**config.mk**
```make
export PLATFORM = sky130hd
export DESIGN_NAME = llc_snoop_responder
export DESIGN_NICKNAME = d
export VERILOG_FILES = /design/src/rtl/llc_snoop_responder.sv
export SDC_FILE = /design/constraint.sdc
export NUM_CORES = 1
export LEC_CHECK = 0
export ABC_AREA = 1
export CAP_MARGIN = 20
export CORE_AREA = 2 2 176 178
export CTS_CLUSTER_SIZE = 16
export DETAILED_ROUTE_END_ITERATION = 16
export DIE_AREA = 0 0 178 180
export PLACE_DENSITY = 0.53
export SYNTH_ARGS = -nofsm -noshare
export SYNTH_HDL_FRONTEND = slang
export SYNTH_SLANG_ARGS = --single-unit
```
**constraint.sdc**
```tcl
create_clock -name clk -period 4.7 [get_ports clk]
set_clock_uncertainty 0.05 [all_clocks]
set_input_delay 0.94 -clock clk [delete_from_list [all_inputs] [get_ports clk]]
set_output_delay 0.94 -clock clk [all_outputs]
set_load 0.01 [all_outputs]
```
**src/rtl/llc_snoop_responder.sv**
```systemverilog
`default_nettype none
// ============================================================================
// Module   : llc_snoop_responder
// Purpose  : LLC snoop responder; tag/MESI lookup, L1 messaging, writeback and
//            MESI update. Optional statistics counters under SNOOP_STATS_EN.
// Revision : 1.0
// ============================================================================
module llc_snoop_responder #(
    parameter int ADDR_W = 32,
    parameter int WAYS   = 16
) (
    input  logic                      clk,
    input  logic                      rst,
    input  logic                      snp_valid,
    output logic                      snp_ready,
    input  logic [1:0]                snp_op,
    input  logic [ADDR_W-1:0]         snp_addr,
    output logic                      res_valid,
    output logic [1:0]                res,
    output logic                      arr_rd_en,
    output logic [13:0]               arr_index,
    input  logic [WAYS*12-1:0]        arr_tags,
    input  logic [WAYS*2-1:0]         arr_mesi,
    output logic                      arr_wr_en,
    output logic [$clog2(WAYS)-1:0]   arr_wr_way,
    output logic [1:0]                arr_wr_mesi,
    output logic                      l1_valid,
    input  logic                      l1_ready,
    output logic [1:0]                l1_msg,
    output logic [ADDR_W-1:0]         l1_addr,
    output logic                      wb_valid,
    input  logic                      wb_ready,
    output logic [ADDR_W-1:0]         wb_addr,
    output logic                      proto_err,
    output logic [31:0]               cnt_hit,
    output logic [31:0]               cnt_hitm,
    output logic [31:0]               cnt_nohit
);
    localparam int TAG_W  = 12;
    localparam int IDX_W  = 14;
    localparam int OFF_W  = 6;
    localparam int LINE_W = ADDR_W - OFF_W;
    localparam int WAY_W  = $clog2(WAYS);

    localparam logic [1:0] c_OP_READ  = 2'd0;
    localparam logic [1:0] c_OP_INVAL = 2'd2;
    localparam logic [1:0] c_OP_RWIM  = 2'd3;
    localparam logic [1:0] c_NOHIT    = 2'd0;
    localparam logic [1:0] c_HIT      = 2'd1;
    localparam logic [1:0] c_HITM     = 2'd2;
    localparam logic [1:0] c_MESI_M   = 2'd0;
    localparam logic [1:0] c_MESI_E   = 2'd1;
    localparam logic [1:0] c_MESI_S   = 2'd2;
    localparam logic [1:0] c_MESI_I   = 2'd3;
    localparam logic [1:0] c_GETLINE  = 2'd0;
    localparam logic [1:0] c_INVLINE  = 2'd2;

    typedef enum logic [2:0] {
        S_IDLE = 3'd0, S_RD = 3'd1, S_CMP = 3'd2, S_GET = 3'd3,
        S_WB = 3'd4, S_INV = 3'd5, S_UPD = 3'd6
    } state_t;

    state_t             r_state;
    logic [1:0]         r_op;
    logic [LINE_W-1:0]  r_line;
    logic [WAY_W-1:0]   r_way;
    logic [1:0]         r_new_mesi;
    logic               r_snp_ready, r_arr_rd_en, r_arr_wr_en;
    logic               r_l1_valid, r_wb_valid, r_proto_err;
    logic [1:0]         r_l1_msg;

    logic [WAYS-1:0]    w_match;
    logic [WAY_W-1:0]   w_hit_way;
    logic               w_hit, w_multi, w_err;
    logic [1:0]         w_hit_mesi, w_res, w_new_mesi;
    state_t             w_next;
    logic               w_unused_offset;

    assign w_unused_offset = ^snp_addr[OFF_W-1:0];

    for (genvar gw = 0; gw < WAYS; gw++) begin : g_way
        assign w_match[gw] = (arr_tags[gw*TAG_W +: TAG_W] == r_line[LINE_W-1 -: TAG_W])
                             && (arr_mesi[gw*2 +: 2] != c_MESI_I);
    end

    always_comb begin
        w_hit_way = '0;
        for (int w = WAYS - 1; w >= 0; w--) begin
            if (w_match[w]) w_hit_way = WAY_W'(w);
        end
    end

    assign w_hit      = |w_match;
    assign w_multi    = |(w_match & (w_match - WAYS'(1)));
    assign w_hit_mesi = arr_mesi[w_hit_way*2 +: 2];

    // Snoop response and follow-up path, evaluated while the array data is valid.
    always_comb begin
        w_res      = c_NOHIT;
        w_next     = S_IDLE;
        w_new_mesi = c_MESI_I;
        w_err      = w_multi;
        if (w_hit) begin
            case (r_op)
                c_OP_READ: begin
                    w_new_mesi = c_MESI_S;
                    if (w_hit_mesi == c_MESI_M) begin
                        w_res  = c_HITM;
                        w_next = S_GET;
                    end else if (w_hit_mesi == c_MESI_E) begin
                        w_res  = c_HIT;
                        w_next = S_UPD;
                    end else begin
                        w_res  = c_HIT;
                    end
                end
                c_OP_RWIM: begin
                    w_res  = (w_hit_mesi == c_MESI_M) ? c_HITM : c_HIT;
                    w_next = (w_hit_mesi == c_MESI_M) ? S_GET : S_INV;
                end
                c_OP_INVAL: begin
                    if (w_hit_mesi == c_MESI_S) begin
                        w_res  = c_HIT;
                        w_next = S_INV;
                    end else begin
                        w_err  = 1'b1;
                    end
                end
                default: w_err = 1'b1;
            endcase
        end
    end

    always_ff @(posedge clk) begin
        if (rst) begin
            r_state     <= S_IDLE;
            r_op        <= '0;
            r_line      <= '0;
            r_way       <= '0;
            r_new_mesi  <= '0;
            r_snp_ready <= 1'b1;
            r_arr_rd_en <= 1'b0;
            r_arr_wr_en <= 1'b0;
            r_l1_valid  <= 1'b0;
            r_l1_msg    <= '0;
            r_wb_valid  <= 1'b0;
            r_proto_err <= 1'b0;
        end else begin
            r_arr_rd_en <= 1'b0;
            r_arr_wr_en <= 1'b0;
            case (r_state)
                S_IDLE: begin
                    if (snp_valid) begin
                        r_op        <= snp_op;
                        r_line      <= snp_addr[ADDR_W-1:OFF_W];
                        r_snp_ready <= 1'b0;
                        r_arr_rd_en <= 1'b1;
                        r_state     <= S_RD;
                    end
                end
                S_RD: r_state <= S_CMP;
                S_CMP: begin
                    r_way      <= w_hit_way;
                    r_new_mesi <= w_new_mesi;
                    r_state    <= w_next;
                    if (w_err) r_proto_err <= 1'b1;
                    case (w_next)
                        S_GET: begin
                            r_l1_valid <= 1'b1;
                            r_l1_msg   <= c_GETLINE;
                        end
                        S_INV: begin
                            r_l1_valid <= 1'b1;
                            r_l1_msg   <= c_INVLINE;
                        end
                        S_UPD:   r_arr_wr_en <= 1'b1;
                        default: r_snp_ready <= 1'b1;
                    endcase
                end
                S_GET: begin
                    if (l1_ready) begin
                        r_l1_valid <= 1'b0;
                        r_wb_valid <= 1'b1;
                        r_state    <= S_WB;
                    end
                end
                S_WB: begin
                    if (wb_ready) begin
                        r_wb_valid <= 1'b0;
                        if (r_op == c_OP_RWIM) begin
                            r_l1_valid <= 1'b1;
                            r_l1_msg   <= c_INVLINE;
                            r_state    <= S_INV;
                        end else begin
                            r_arr_wr_en <= 1'b1;
                            r_state     <= S_UPD;
                        end
                    end
                end
                S_INV: begin
                    if (l1_ready) begin
                        r_l1_valid  <= 1'b0;
                        r_arr_wr_en <= 1'b1;
                        r_state     <= S_UPD;
                    end
                end
                S_UPD: begin
                    r_snp_ready <= 1'b1;
                    r_state     <= S_IDLE;
                end
                default: begin
                    r_snp_ready <= 1'b1;
                    r_state     <= S_IDLE;
                end
            endcase
        end
    end

    assign snp_ready   = r_snp_ready;
    assign res_valid   = (r_state == S_CMP);
    assign res         = res_valid ? w_res : c_NOHIT;
    assign arr_rd_en   = r_arr_rd_en;
    assign arr_index   = r_line[IDX_W-1:0];
    assign arr_wr_en   = r_arr_wr_en;
    assign arr_wr_way  = r_way;
    assign arr_wr_mesi = r_new_mesi;
    assign l1_valid    = r_l1_valid;
    assign l1_msg      = r_l1_msg;
    assign l1_addr     = {r_line, {OFF_W{1'b0}}};
    assign wb_valid    = r_wb_valid;
    assign wb_addr     = {r_line, {OFF_W{1'b0}}};
    assign proto_err   = r_proto_err;

`ifdef SNOOP_STATS_EN
    logic [31:0] r_cnt_hit, r_cnt_hitm, r_cnt_nohit;

    always_ff @(posedge clk) begin
        if (rst) begin
            r_cnt_hit   <= '0;
            r_cnt_hitm  <= '0;
            r_cnt_nohit <= '0;
        end else if (res_valid) begin
            if (res == c_HIT && r_cnt_hit != 32'hFFFF_FFFF)     r_cnt_hit   <= r_cnt_hit + 32'd1;
            if (res == c_HITM && r_cnt_hitm != 32'hFFFF_FFFF)   r_cnt_hitm  <= r_cnt_hitm + 32'd1;
            if (res == c_NOHIT && r_cnt_nohit != 32'hFFFF_FFFF) r_cnt_nohit <= r_cnt_nohit + 32'd1;
        end
    end

    assign cnt_hit   = r_cnt_hit;
    assign cnt_hitm  = r_cnt_hitm;
    assign cnt_nohit = r_cnt_nohit;
`else
    assign cnt_hit   = '0;
    assign cnt_hitm  = '0;
    assign cnt_nohit = '0;
`endif

endmodule
`default_nettype wire

```
==> qor.json <==
{
  "run_status": "complete, no violations",
  "hp-class": "register to register",
  "cellLeakagePower_nw": 5.46,
  "via_count_of_the_first_global_routing_pass": 7759,
  "tns_ns": 0,
  "arrival_ns": 3.69,
  "cts_hold_repair.buffers": 0,
  "worst_hold_slack_ns": 0.407,
  "synthesis.area_per_instance_um2": 6.53,
  "nets": 1694,
  "synth_area_leader_cell": "sky130_fd_sc_hd__buf_4",
  "timing.rr.start": "r_line[25]",
  "critical_path_peak_fanout": 8,
  "portBuffers": 338,
  "max-vdd-ir-drop_v": 0.000150,
  "timing.final.hold_violations": 0,
  "synth_top_family_by_area": "simple AND/OR/NAND/NOR gates",
  "synth-edff-count": 0,
  "synth-xor-area-share_pct": 15.8,
  "rrSetupSlack_ns": 0.28,
  "grt_first_pass_wirelength_um": 45000,
  "most_used_standard_cell_by_instance_count_after_synthesis": "sky130_fd_sc_hd__nand2_1",
  "cts_root_buffer_type": "sky130_fd_sc_hd__clkbuf_16",
  "cts_tree": "built",
  "synth_compound_gate_area_share_pct": 13.8,
  "worst_hold_startpoint": "snp_ready",
  "drc_errors": 0,
  "net-switching-power_uw": 788,
  "yosysWarnings": 0,
  "pin_count": 454,
  "die_area_mm2": 0.0320,
  "yosys.cell_types.count": 54,
  "cts.clk_slew.worst_paths_ns": 0.07,
  "floorplan.rows": 64,
  "worstPathRequired_ns": 3.71,
  "crit-reg2reg-capture": "proto_err",
  "clock_insertion_delay_worst_skew_ns": 0.29,
  "post_synth_main_area_contributors": "sky130_fd_sc_hd__buf_4 18%, sky130_fd_sc_hd__dfxtp_1 14%, sky130_fd_sc_hd__nand2_1 11%",
  "grt_max_degree": 37,
  "critical_path_class": "input port to output port",
  "worstRegToRegCells": 32,
  "detail_route.vias_per_cell": 4.29,
  "hpwlAfterDp_um": 26200,
  "p_int_mw": 1.22,
  "synthesis.area_mm2": 0.00649,
  "area.growth.synth_to_final_pct": 78.3,
  "clkSinkCount": 44,
  "numCtsBuffers": 5,
  "drt-total-wl_um": 31900,
  "fillCellCount": 3186,
  "postSynth.asyncResetShare_pct": 0,
  "routed_wire_length_per_instance_um": 17.5,
  "netSwitchingFraction_pct": 39.2,
  "setup_viol_count_final": 0,
  "clock_path_buffers": 2,
  "ctsHtreeMaxLevel": 2,
  "synthFlopType": "sky130_fd_sc_hd__dfxtp_1",
  "comb_power_share_pct": 57.1,
  "holdPathEnd": "snp_ready",
  "drt-initial-drc-count": 239,
  "drtPass1Iterations": 4,
  "yosys.area.top_type_share_pct": 18.0,
  "chipHeight_um": 180,
  "synth_simple_gate_area_share_pct": 28.0,
  "ant_nets": 0,
  "finish.cell_count_without_fillers": 1827,
  "initial_core_util_pct": 21.5,
  "max-cap-violations": 0,
  "number_of_antenna_violations_at_the_first_check_in_global_routing": 4,
  "final.min_clock_period_ns": 4.68,
  "slew_violations": 0,
  "dp.cells": 1765,
  "report.power.total_mw": 2.01,
  "netlist_instances": 994,
  "synthAdderAreaFrac_pct": 0.771,
  "track_usage_pct": 18.7,
  "yosys_register_bits": 44,
  "max_clock_freq_mhz": 214,
  "total_power_per_unit_cell_area_mw_per_mm2": 174,
  "ratio_of_cells_with_drive_above_1_in_the_final_layout_pct": 28.4,
  "die_width_um": 178,
  "route.vias.total": 7845,
  "hold_path_depth": 2,
  "endpoint_kind": "output port",
  "sequential_share_of_power_pct": 22.0,
  "placeable_core_area_mm2": 0.0302,
  "grt_overflow_total": 0,
  "synthMuxAreaShare_pct": 0,
  "yosys-top-cells-count": "185 x sky130_fd_sc_hd__nand2_1, 156 x sky130_fd_sc_hd__buf_4, 84 x sky130_fd_sc_hd__inv_1",
  "worst_relative_slew_slack_pct": 45.6,
  "critical_path.startpoint_type": "input port",
  "clock_power_share_pct": 20.9,
  "finalWeightedCongestion": 0.889,
  "synth_sequential_area_ratio_pct": 13.6,
  "timing.final.crit_share_pct": 99.7,
  "final_core_utilization_pct": 38.4,
  "grt_setup_unrepaired": "yes",
  "worst-slew-pin-transition_ns": 0.816
}
[cell families after synthesis]
logic type | count (synthesis)
DFF | 44
and+or+nand+nor | 392
xor gates and xnor gates | 117
buffers and inverters | 293
other | 1
AOI/OAI and AO/OA | 143
adders and majority gates | 4
[routing by layer]
metal	track usage, %	vias to the layer above	part of all wire [%]
li1	-	3836	-
met1	22.2	3622	40
met2	33.7	342	51
met3	3.26	43	6.8
met4	5.97	2	2.7
met5	0	-	0.041
[power groups by stage]
stage               Sequential (mW)  Clock, mW  Combinational, mW
finish                        0.442      0.421               1.15
global route                  0.448      0.448               1.24
CTS                           0.444      0.434               1.12
detailed placement            0.452          0               1.08
global placement              0.452          0               1.07
floorplan                     0.452          0              0.611
[layout make-up]
cell class | instances | area [µm²] | share of cell area, %
timing repair buffer | 506 | 4640 | 40.0
multi-input combinational | 767 | 4990 | 43.1
inverter | 103 | 402 | 3.47
tap | 396 | 495 | 4.28
clock inverter | 3 | 47.5 | 0.411
sequential | 44 | 881 | 7.61
clock buffer | 5 | 125 | 1.08
antenna | 3 | 7.51 | 0.0648
[how the worst max path moves through the flow]
stage                        from     end  slack (ns)  cells past startpoint
floorplan           arr_tags[171]  res[0]        0.67                     29
global placement    arr_tags[136]  res[0]       -0.99                     28
detailed placement  arr_tags[136]  res[0]       -0.94                     28
CTS                 arr_tags[186]  res[0]      0.0005                     33
global route         arr_mesi[29]  res[1]       -0.17                     33
finish               arr_mesi[11]  res[1]        0.02                     21
[per-stage QoR]
stage | setup slack, ns | instance area (µm²)
after floorplan | 0.667 | 6900
after global placement | -0.985 | 10300
after detailed placement | -0.944 | 10300
after CTS | 0.000470 | 11100
after global routing | -0.170 | 11600
final | 0.0163 | 11600
[state kept, by name (all words and copies together) (netlist names), 2 cells and up]
register,cells
arr_wr_way,4
arr_wr_mesi,2
r_state,3
r_op,2
r_line,26
[critical path, cell delays in order]
cell and delay [ns]:
sky130_fd_sc_hd__clkdlybuf4s50_1 0.49, sky130_fd_sc_hd__a22oi_1 0.23, sky130_fd_sc_hd__nand3_1 0.16, sky130_fd_sc_hd__nor3_4 0.27
sky130_fd_sc_hd__inv_2 0.07, sky130_fd_sc_hd__nand2_1 0.07, sky130_fd_sc_hd__nand2_1 0.06, sky130_fd_sc_hd__nand2_1 0.08
sky130_fd_sc_hd__nand2_2 0.10, sky130_fd_sc_hd__nand2_8 0.12, sky130_fd_sc_hd__buf_6 0.14, sky130_fd_sc_hd__nand3_1 0.09
sky130_fd_sc_hd__nand3_2 0.10, sky130_fd_sc_hd__nand3_2 0.08, sky130_fd_sc_hd__nand3_2 0.10, sky130_fd_sc_hd__nand2_4 0.06
sky130_fd_sc_hd__inv_4 0.08, sky130_fd_sc_hd__nand2_4 0.06, sky130_fd_sc_hd__nor3_2 0.16, sky130_fd_sc_hd__buf_4 0.14
sky130_fd_sc_hd__buf_6 0.09
[cells in the final DEF (no fill, tap or decap), types with 9 or more instances in the layout]
cell type	instances
sky130_fd_sc_hd__a21oi_1	42
sky130_fd_sc_hd__buf_12	11
sky130_fd_sc_hd__buf_4	151
sky130_fd_sc_hd__buf_6	15
sky130_fd_sc_hd__clkbuf_2	31
sky130_fd_sc_hd__clkdlybuf4s15_1	14
sky130_fd_sc_hd__clkdlybuf4s50_1	196
sky130_fd_sc_hd__conb_1	109
sky130_fd_sc_hd__dfxtp_1	44
sky130_fd_sc_hd__dlygate4sd2_1	50
sky130_fd_sc_hd__dlymetal6s2s_1	29
sky130_fd_sc_hd__inv_1	68
sky130_fd_sc_hd__inv_2	29
sky130_fd_sc_hd__nand2_1	163
sky130_fd_sc_hd__nand2_2	23
sky130_fd_sc_hd__nand2_4	9
sky130_fd_sc_hd__nand3_1	45
sky130_fd_sc_hd__nand3_2	29
sky130_fd_sc_hd__nand4_1	13
sky130_fd_sc_hd__nor2_1	56
sky130_fd_sc_hd__nor2_2	11
sky130_fd_sc_hd__o21ai_0	23
sky130_fd_sc_hd__o22ai_1	20
sky130_fd_sc_hd__xnor2_1	59
sky130_fd_sc_hd__xor2_1	42
[what timing repair did]
| action | in CTS | in global routing |
|---|---|---|
| endpoints found under the hold margin | 0 | 0 |
| setup buffers | 37 | 12 |
| pin swaps | 143 | 159 |
| resized for setup | 267 | 192 |
| cloned | 1 | 1 |
| endpoints found under the setup margin | 2 | 9 |
No activity file was read; power rests on OpenSTA's default activity.
